**config.mk**
```make
export PLATFORM = sky130hd
export DESIGN_NAME = cpu_control_unit
export DESIGN_NICKNAME = d
export VERILOG_FILES = /design/src/rtl/cpu_control_unit.sv
export SDC_FILE = /design/constraint.sdc
export NUM_CORES = 1
export LEC_CHECK = 0
export ABC_AREA = 1
export CAP_MARGIN = 25
export CORE_MARGIN = 2
export CORE_UTILIZATION = 40
export CTS_CLUSTER_DIAMETER = 150
export DETAILED_ROUTE_END_ITERATION = 16
export HOLD_SLACK_MARGIN = 0.05
export PLACE_DENSITY = 0.86
export SLEW_MARGIN = 20
export SYNTH_ARGS = -nofsm -noshare
export SYNTH_HDL_FRONTEND = slang
export SYNTH_SLANG_ARGS = --single-unit
```
**constraint.sdc**
```tcl
create_clock -name clk -period 1.8 [get_ports clk]
set_clock_uncertainty 0.2 [all_clocks]
set_input_delay 0.27 -clock clk [delete_from_list [all_inputs] [get_ports clk]]
set_output_delay 0.27 -clock clk [all_outputs]
set_load 0.005 [all_outputs]
```
**src/rtl/cpu_control_unit.sv**
```systemverilog
// Instruction sequencer for the 16-bit CPU: latches an instruction, then steps T0-T3 driving datapath controls.
// Define CPU_CTRL_LOGIC_EN to make the and (0100) / or (0101) opcodes legal.
module cpu_control_unit #(
  parameter int DW = 16
) (
  input  logic          clk,
  input  logic          reset,
  input  logic          run,
  input  logic [DW-1:0] din,
  output logic          ir_in,
  output logic [3:0]    r_in_sel,
  output logic          r_in_en,
  output logic [3:0]    r_out_sel,
  output logic          r_out_en,
  output logic          din_out,
  output logic          g_out,
  output logic          a_in,
  output logic          g_in,
  output logic [1:0]    alu_op,
  output logic          done,
  output logic          illegal
);

  typedef enum logic [1:0] {T0, T1, T2, T3} state_t;

  state_t        state, state_nxt;
  logic [DW-1:0] ir;
  logic [3:0]    opcode, rx, ry;
  logic [3:0]    ir_lsb_unused;
  logic          is_mv, is_mvi, is_alu, legal;
  logic [1:0]    alu_code;

  assign opcode        = ir[DW-1 -: 4];
  assign rx            = ir[DW-5 -: 4];
  assign ry            = ir[DW-9 -: 4];
  assign ir_lsb_unused = ir[DW-13 -: 4];

  assign is_mv  = (opcode == 4'b0000);
  assign is_mvi = (opcode == 4'b0001);

  // The ALU code is always derived from the opcode so it is stable outside g_in.
`ifdef CPU_CTRL_LOGIC_EN
  assign is_alu = (opcode == 4'b0010) || (opcode == 4'b0011) ||
                  (opcode == 4'b0100) || (opcode == 4'b0101);
  always_comb begin
    alu_code = 2'b00;
    case (opcode)
      4'b0011: alu_code = 2'b01;
      4'b0100: alu_code = 2'b10;
      4'b0101: alu_code = 2'b11;
      default: alu_code = 2'b00;
    endcase
  end
`else
  assign is_alu   = (opcode == 4'b0010) || (opcode == 4'b0011);
  assign alu_code = {1'b0, opcode == 4'b0011};
`endif

  // Only R0-R7 exist; mvi has no Ry operand so its Ry field is not checked.
  assign legal = (is_mv  && !rx[3] && !ry[3]) ||
                 (is_mvi && !rx[3]) ||
                 (is_alu && !rx[3] && !ry[3]);

  always_ff @(posedge clk or posedge reset) begin
    if (reset) begin
      state <= T0;
      ir    <= '0;
    end else begin
      state <= state_nxt;
      if (state == T0 && run)
        ir <= din;
    end
  end

  always_comb begin
    state_nxt = state;
    ir_in     = 1'b0;
    r_in_sel  = rx;
    r_in_en   = 1'b0;
    r_out_sel = ry;
    r_out_en  = 1'b0;
    din_out   = 1'b0;
    g_out     = 1'b0;
    a_in      = 1'b0;
    g_in      = 1'b0;
    alu_op    = alu_code;
    done      = 1'b0;
    illegal   = 1'b0;
    case (state)
      T0: begin
        ir_in = run;
        if (run)
          state_nxt = T1;
      end
      T1: begin
        if (!legal) begin
          done      = 1'b1;
          illegal   = 1'b1;
          state_nxt = T0;
        end else if (is_mv) begin
          r_out_en  = 1'b1;
          r_in_en   = 1'b1;
          done      = 1'b1;
          state_nxt = T0;
        end else if (is_mvi) begin
          din_out   = 1'b1;
          r_in_en   = 1'b1;
          done      = 1'b1;
          state_nxt = T0;
        end else begin
          r_out_sel = rx;
          r_out_en  = 1'b1;
          a_in      = 1'b1;
          state_nxt = T2;
        end
      end
      T2: begin
        r_out_en  = 1'b1;
        g_in      = 1'b1;
        state_nxt = T3;
      end
      T3: begin
        g_out     = 1'b1;
        r_in_en   = 1'b1;
        done      = 1'b1;
        state_nxt = T0;
      end
      default: state_nxt = T0;
    endcase
  end

endmodule

```
# ---- After elaboration in Yosys (flattened, before gate mapping)
# Index checks and enable logic that the tools add are counted.
# W data, S select, Z words.
dict set report totals {
  wordCells 52
  register_bits 18
  latch_bits 0
  output_inout_bits 19
  inputBits 19
  mem_bits_ro 0
  mem_bits_rw 0
  mem_count 0
}
dict set report op_classes {
  n_reduce_logical 13
  mul 0
  bitwise_logic 0
  n_eq_ne 7
  n_lt_le_gt_ge 0
  shift 0
  add_sub_neg 0
  div 0
  muxes 30
}
# cell n
set ops {}
lappend ops {{$mux W1} 18}
lappend ops {{$mux W4} 4}
lappend ops {{$eq A4 B2 Y1 const B} 2}
lappend ops {{$mux W2} 4}
lappend ops {{$pmux W2 S4} 1}
lappend ops {{$logic_and A1 B1 Y1} 6}
lappend ops {{$pmux W1 S2} 3}
lappend ops {{$eq A2 B2 Y1 const B} 2}
lappend ops {{$eq A4 B1 Y1 const B} 1}
lappend ops {{$logic_not A4 Y1} 1}
lappend ops {{$logic_or A1 B1 Y1} 3}
lappend ops {{$eq A2 B1 Y1 const B} 1}
lappend ops {{$logic_not A1 Y1} 2}
lappend ops {{$logic_not A2 Y1} 1}
lappend ops {{$ne A2 B2 Y1 const B} 1}

# ---- Longest topological paths before layout
dict set report logic_depth {
  depth_word 7
  mapped_depth 7
  mapped_depth_nobuf 7
}

# ---- Worst setup path after synthesis
# No wires, ideal clock.
dict set report synth_timing {
  path_type {reg-to-output}
  startpoint {reg state[0]}
  endpoint {out ir_in}
  path_stages_with_launch 6
  path_buffers 1
  arrival_time_ns 1.096
  t_required_ns 1.330
  setup_slack_ns 0.234
  path_cell_list {dfrtp_1 -> inv_1 -> ha_1 -> nand2_2 -> inv_1 -> buf_4}
}
dict set report synth_between {
  elab_chain_len 2
}
# element line
set synth_lines {}
lappend synth_lines {{start: declaration} 26} ;# state_t state, state_nxt;
lappend synth_lines {{start signal: assignment} 69} ;# state <= state_nxt;
lappend synth_lines {{$logic_not A2 Y1} 89} ;# case (state)
lappend synth_lines {{$mux W1} 89}
lappend synth_lines {{end: declaration} 10} ;# output logic ir_in,
# Every way passes these cells.

# ---- Worst setup path after layout
dict set report layout_timing {
  startpoint {reg ir[14]}
  endpoint {out r_out_sel[1]}
}
dict set report layout_between {
  elab_chain_len 7
  elab_cells_between_ends 16
  cone_classes {eq/ne: 3; mux: 4; reduce/logical: 9}
}
# element line
set layout_lines {}
lappend layout_lines {{start: declaration} 27} ;# logic [DW-1:0] ir;
lappend layout_lines {{start signal: assignment} 71} ;# ir <= din;
lappend layout_lines {{$eq A4 B2 Y1 or $logic_not A4 Y1 (tied branches)} {55, 38}}
lappend layout_lines {{$logic_or A1 B1 Y1 or $logic_and A1 B1 Y1 (tied branches)} {55, 60}}
lappend layout_lines {{$logic_and A1 B1 Y1, on equally long branches} {62, 60}}
lappend layout_lines {{$logic_and A1 B1 Y1 or $logic_or A1 B1 Y1 (tied branches)} {62, 60}}
lappend layout_lines {{$logic_or A1 B1 Y1} 61} ;# (is_mvi && !rx[3]) ||
lappend layout_lines {{$mux W4 (*)} 96} ;# if (!legal) begin
lappend layout_lines {{$mux W4 (*)} 89}
lappend layout_lines {{end: declaration} 13} ;# output logic [3:0] r_out_sel,
# Every way passes the cells marked *; elsewhere a longest branch is shown, timed or not.

==> results by group <==
Critical path
  – CP required: 1330 ps
  – Critical-path top delay cell: dfrtp_1
  – WS Path Type: register to output port
  – Critical path endpoint category: output port
  – Crit path arrival time: 1590 ps
  – Max incr delay on CP: 410 ps
  – Buf+Inv Stages, Crit Path: 2
  – Worst-path maximum fanout: 4
  – Crit start category: register
  – CP top delay family: simple AND/OR/NAND/NOR gates
  – Cell Chain, Critical Path: nor2_4 > nand2_4 > a21oi_4 > buf_6 > nand4_1 > nand2_1 > buf_2

Detailed routing
  – Initial DRC count: 2
  – TritonRoute pass-1 iters: 4
  – # DRC: 0
  – Post-route ant nets: 0
  – WL per Instance: 12.8 um
  – Vias: 865
  – Drt total wl: 2.36 mm
  – Via density: 4.68

STA
  – Fmax: 485 MHz
  – Worst-Margin Slew: 555 ps
  – Hold Worst Slack: 145 ps
  – RSZ-0062 raised after global routing: yes
  – Final-report max-slew violation count: 0
  – Final Setup Violations: 9
  – Final min period: 2060 ps
  – Worst setup margin: -263 ps
  – Worst slew margin: 63.0%
  – Final period util: 115%
  – Hold Fails Final Rpt: 0

Logic synthesis
  – Cell area after synthesis: 840 um^2
  – Cells after synthesis: 106
  – Synth Register Bits: 14
  – FFs w/ async S/R, synth: 100%
  – Cell taking the most area after synthesis: dfrtp_1
  – Number of synthesized flops with an enable pin: 0
  – Sequential share of the synthesized area: 41.7%
  – Top-area cell type share of the netlist area: 41.7%
  – Top post-synthesis cells by count: nand2_1 (40), dfrtp_1 (14), inv_1 (12), o21ai_0 (7), buf_4 (6)
  – Dominant synthesized flop cell: dfrtp_1
  – Syn_nets: 130
  – Count leader, synth: nand2_1
  – Avg Inst Size Synth: 7.92 um^2
  – Largest cells by area after synthesis: dfrtp_1 (42%), nand2_1 (18%), ha_1 (7.5%)
  – Synth Warn #: 0
  – Unique cell type count in the Yosys netlist: 18

Cells and area
  – Post-synthesis to final-layout area growth: 63.8%
  – N_diodes: 0
  – Layout cell share with drive strength beyond 1: 38.0%
  – # nets final: 184
  – Non-Filler Cell Area, Final: 1380 um^2

Power and ir drop
  – PD cells: 1800 nW/um^2
  – Pwr Total: 0.00247 W
  – VDD IR-drop max: 0.000966 V
  – Leak Pwr: 0.721 nW

Clock network
  – Clk buf depth: 2
  – # H-tree levels: 1
  – CTS Hold Bufs: 0
  – Root buffer cell: clkbuf_4
  – CTS Sinks: 14
  – CTS tree: yes
  – Worst skew pair latency: 270 ps
  – CTS buffer count: 3
  – Reg clk slew, reported paths: 80 ps

Min path
  – Worst Hold Class: input pin to async pin

Floorplanning
  – Die height: 49.8 um
  – Core footprint: 1960 um^2
  – Die area: 2480 um^2
  – Total I/O pin count: 38
  – Rows: 16
  – Die width: 49.8 um
  – Starting Density: 42.8%

GRT
  – First-pass GRT wire length: 3.77 mm
  – Grt met1 use: 23.2%
  – Initial antenna violation count: 0
  – GRT overflow: 0
  – Met3 GRT Util: 3.03%
  – Gr usage total: 20.7%
  – Largest net degree at the start of global routing: 15
  – Met2 Track Usage GR: 37.3%
  – Vias in the first global route: 851
  – GRT busiest layer: met2

Placed design
  – Port Buf Inserts: 32
  – Routability Congestion: 0.825
  – Post-DP HPWL: 1.61 mm
  – Placed cell areas: 1260 um^2
  – Post-Place Setup Slack: -261 ps

Flow run
  – Max Cap Viol: 0

Status
  – Failing checks: negative setup slack
  – Status: finished, violations left
## final timing paths
check / from / to / slack (ps) / depth (start not counted)
min in group clk: ir[5] / ir[5] / 300 / 2
max in group asynchronous: reset / ir[8] / 890 / 2
min: reset / ir[14] / 150 / 2
max: ir[14] / r_out_sel[1] / -260 / 7
max reg2reg: register / ir[13] / 230 / 9
min reg2reg: ir[5] / ir[5] / 300 / 2
## worst register-to-register path: stages, from the launching register on
cell and delay, ps:
dfrtp_1 370, inv_2 50, buf_4 140, ha_4 160, nand2_4 60, inv_2 40, buf_4 130, buf_4 170
nand2_1 60, o21ai_0 70
## power by group
part	internal [W]	leakage [nW]	switching, W
Combinational	0.000880	0.533	0.000828
Clock	0.0000775	0.0138	0.0000927
Sequential	0.000470	0.174	0.000127
## registers in the layout, summed over array words and instances, names as in the netlist, named ones only
name   count
ir        12
state      1
## metal layers
metal,vias to the layer above,wire [um]
li1,428,-
met1,401,999
met2,28,1210
met3,8,82
met4,0,63
met5,-,0
## stage by stage
step | util, % | setup TNS, ps | std cells
2_1_floorplan | - | 0 | 106
3_3_place_gp | 64.5 | -1530 | 174
3_5_place_dp | 64.5 | -1890 | 174
4_1_cts | 68.9 | -1690 | 184
5_1_grt | 70.1 | -2880 | 185
6_report | 70.1 | -1960 | 185
## area by class of cell
class / count / area, um^2
timing repair buffer: 56 / 468
inverter: 12 / 45.0
multi-input combinational: 73 / 455
tap: 27 / 33.8
fill: 161 / 587
clock buffer: 3 / 22.5
sequential: 14 / 350
## placed cells by master (no fill, tap or decap), types with 3 or more instances in the layout
cell             instances
nand2_1                 38
clkdlybuf4s50_1         19
buf_4                   19
dfrtp_1                 14
buf_2                    9
inv_1                    8
o21ai_0                  6
buf_6                    6
inv_2                    4
nand4_1                  4
nand2_4                  3
nand2_2                  3
ha_2                     3
clkbuf_4                 3
## cell families after synthesis
family	synth area share [%]
buffers and inverters	11.2
other	0.447
adders and majority gates	7.45
and+or+nand+nor	29.2
AOI/OAI and AO/OA	9.99
DFF	41.7
## what timing repair did
action,in CTS,in global routing
pin swaps,10,6
endpoints found under the setup margin,13,11
resized for setup,61,9
buffers inserted,7,2
No activity file was read; power rests on OpenSTA's default activity.
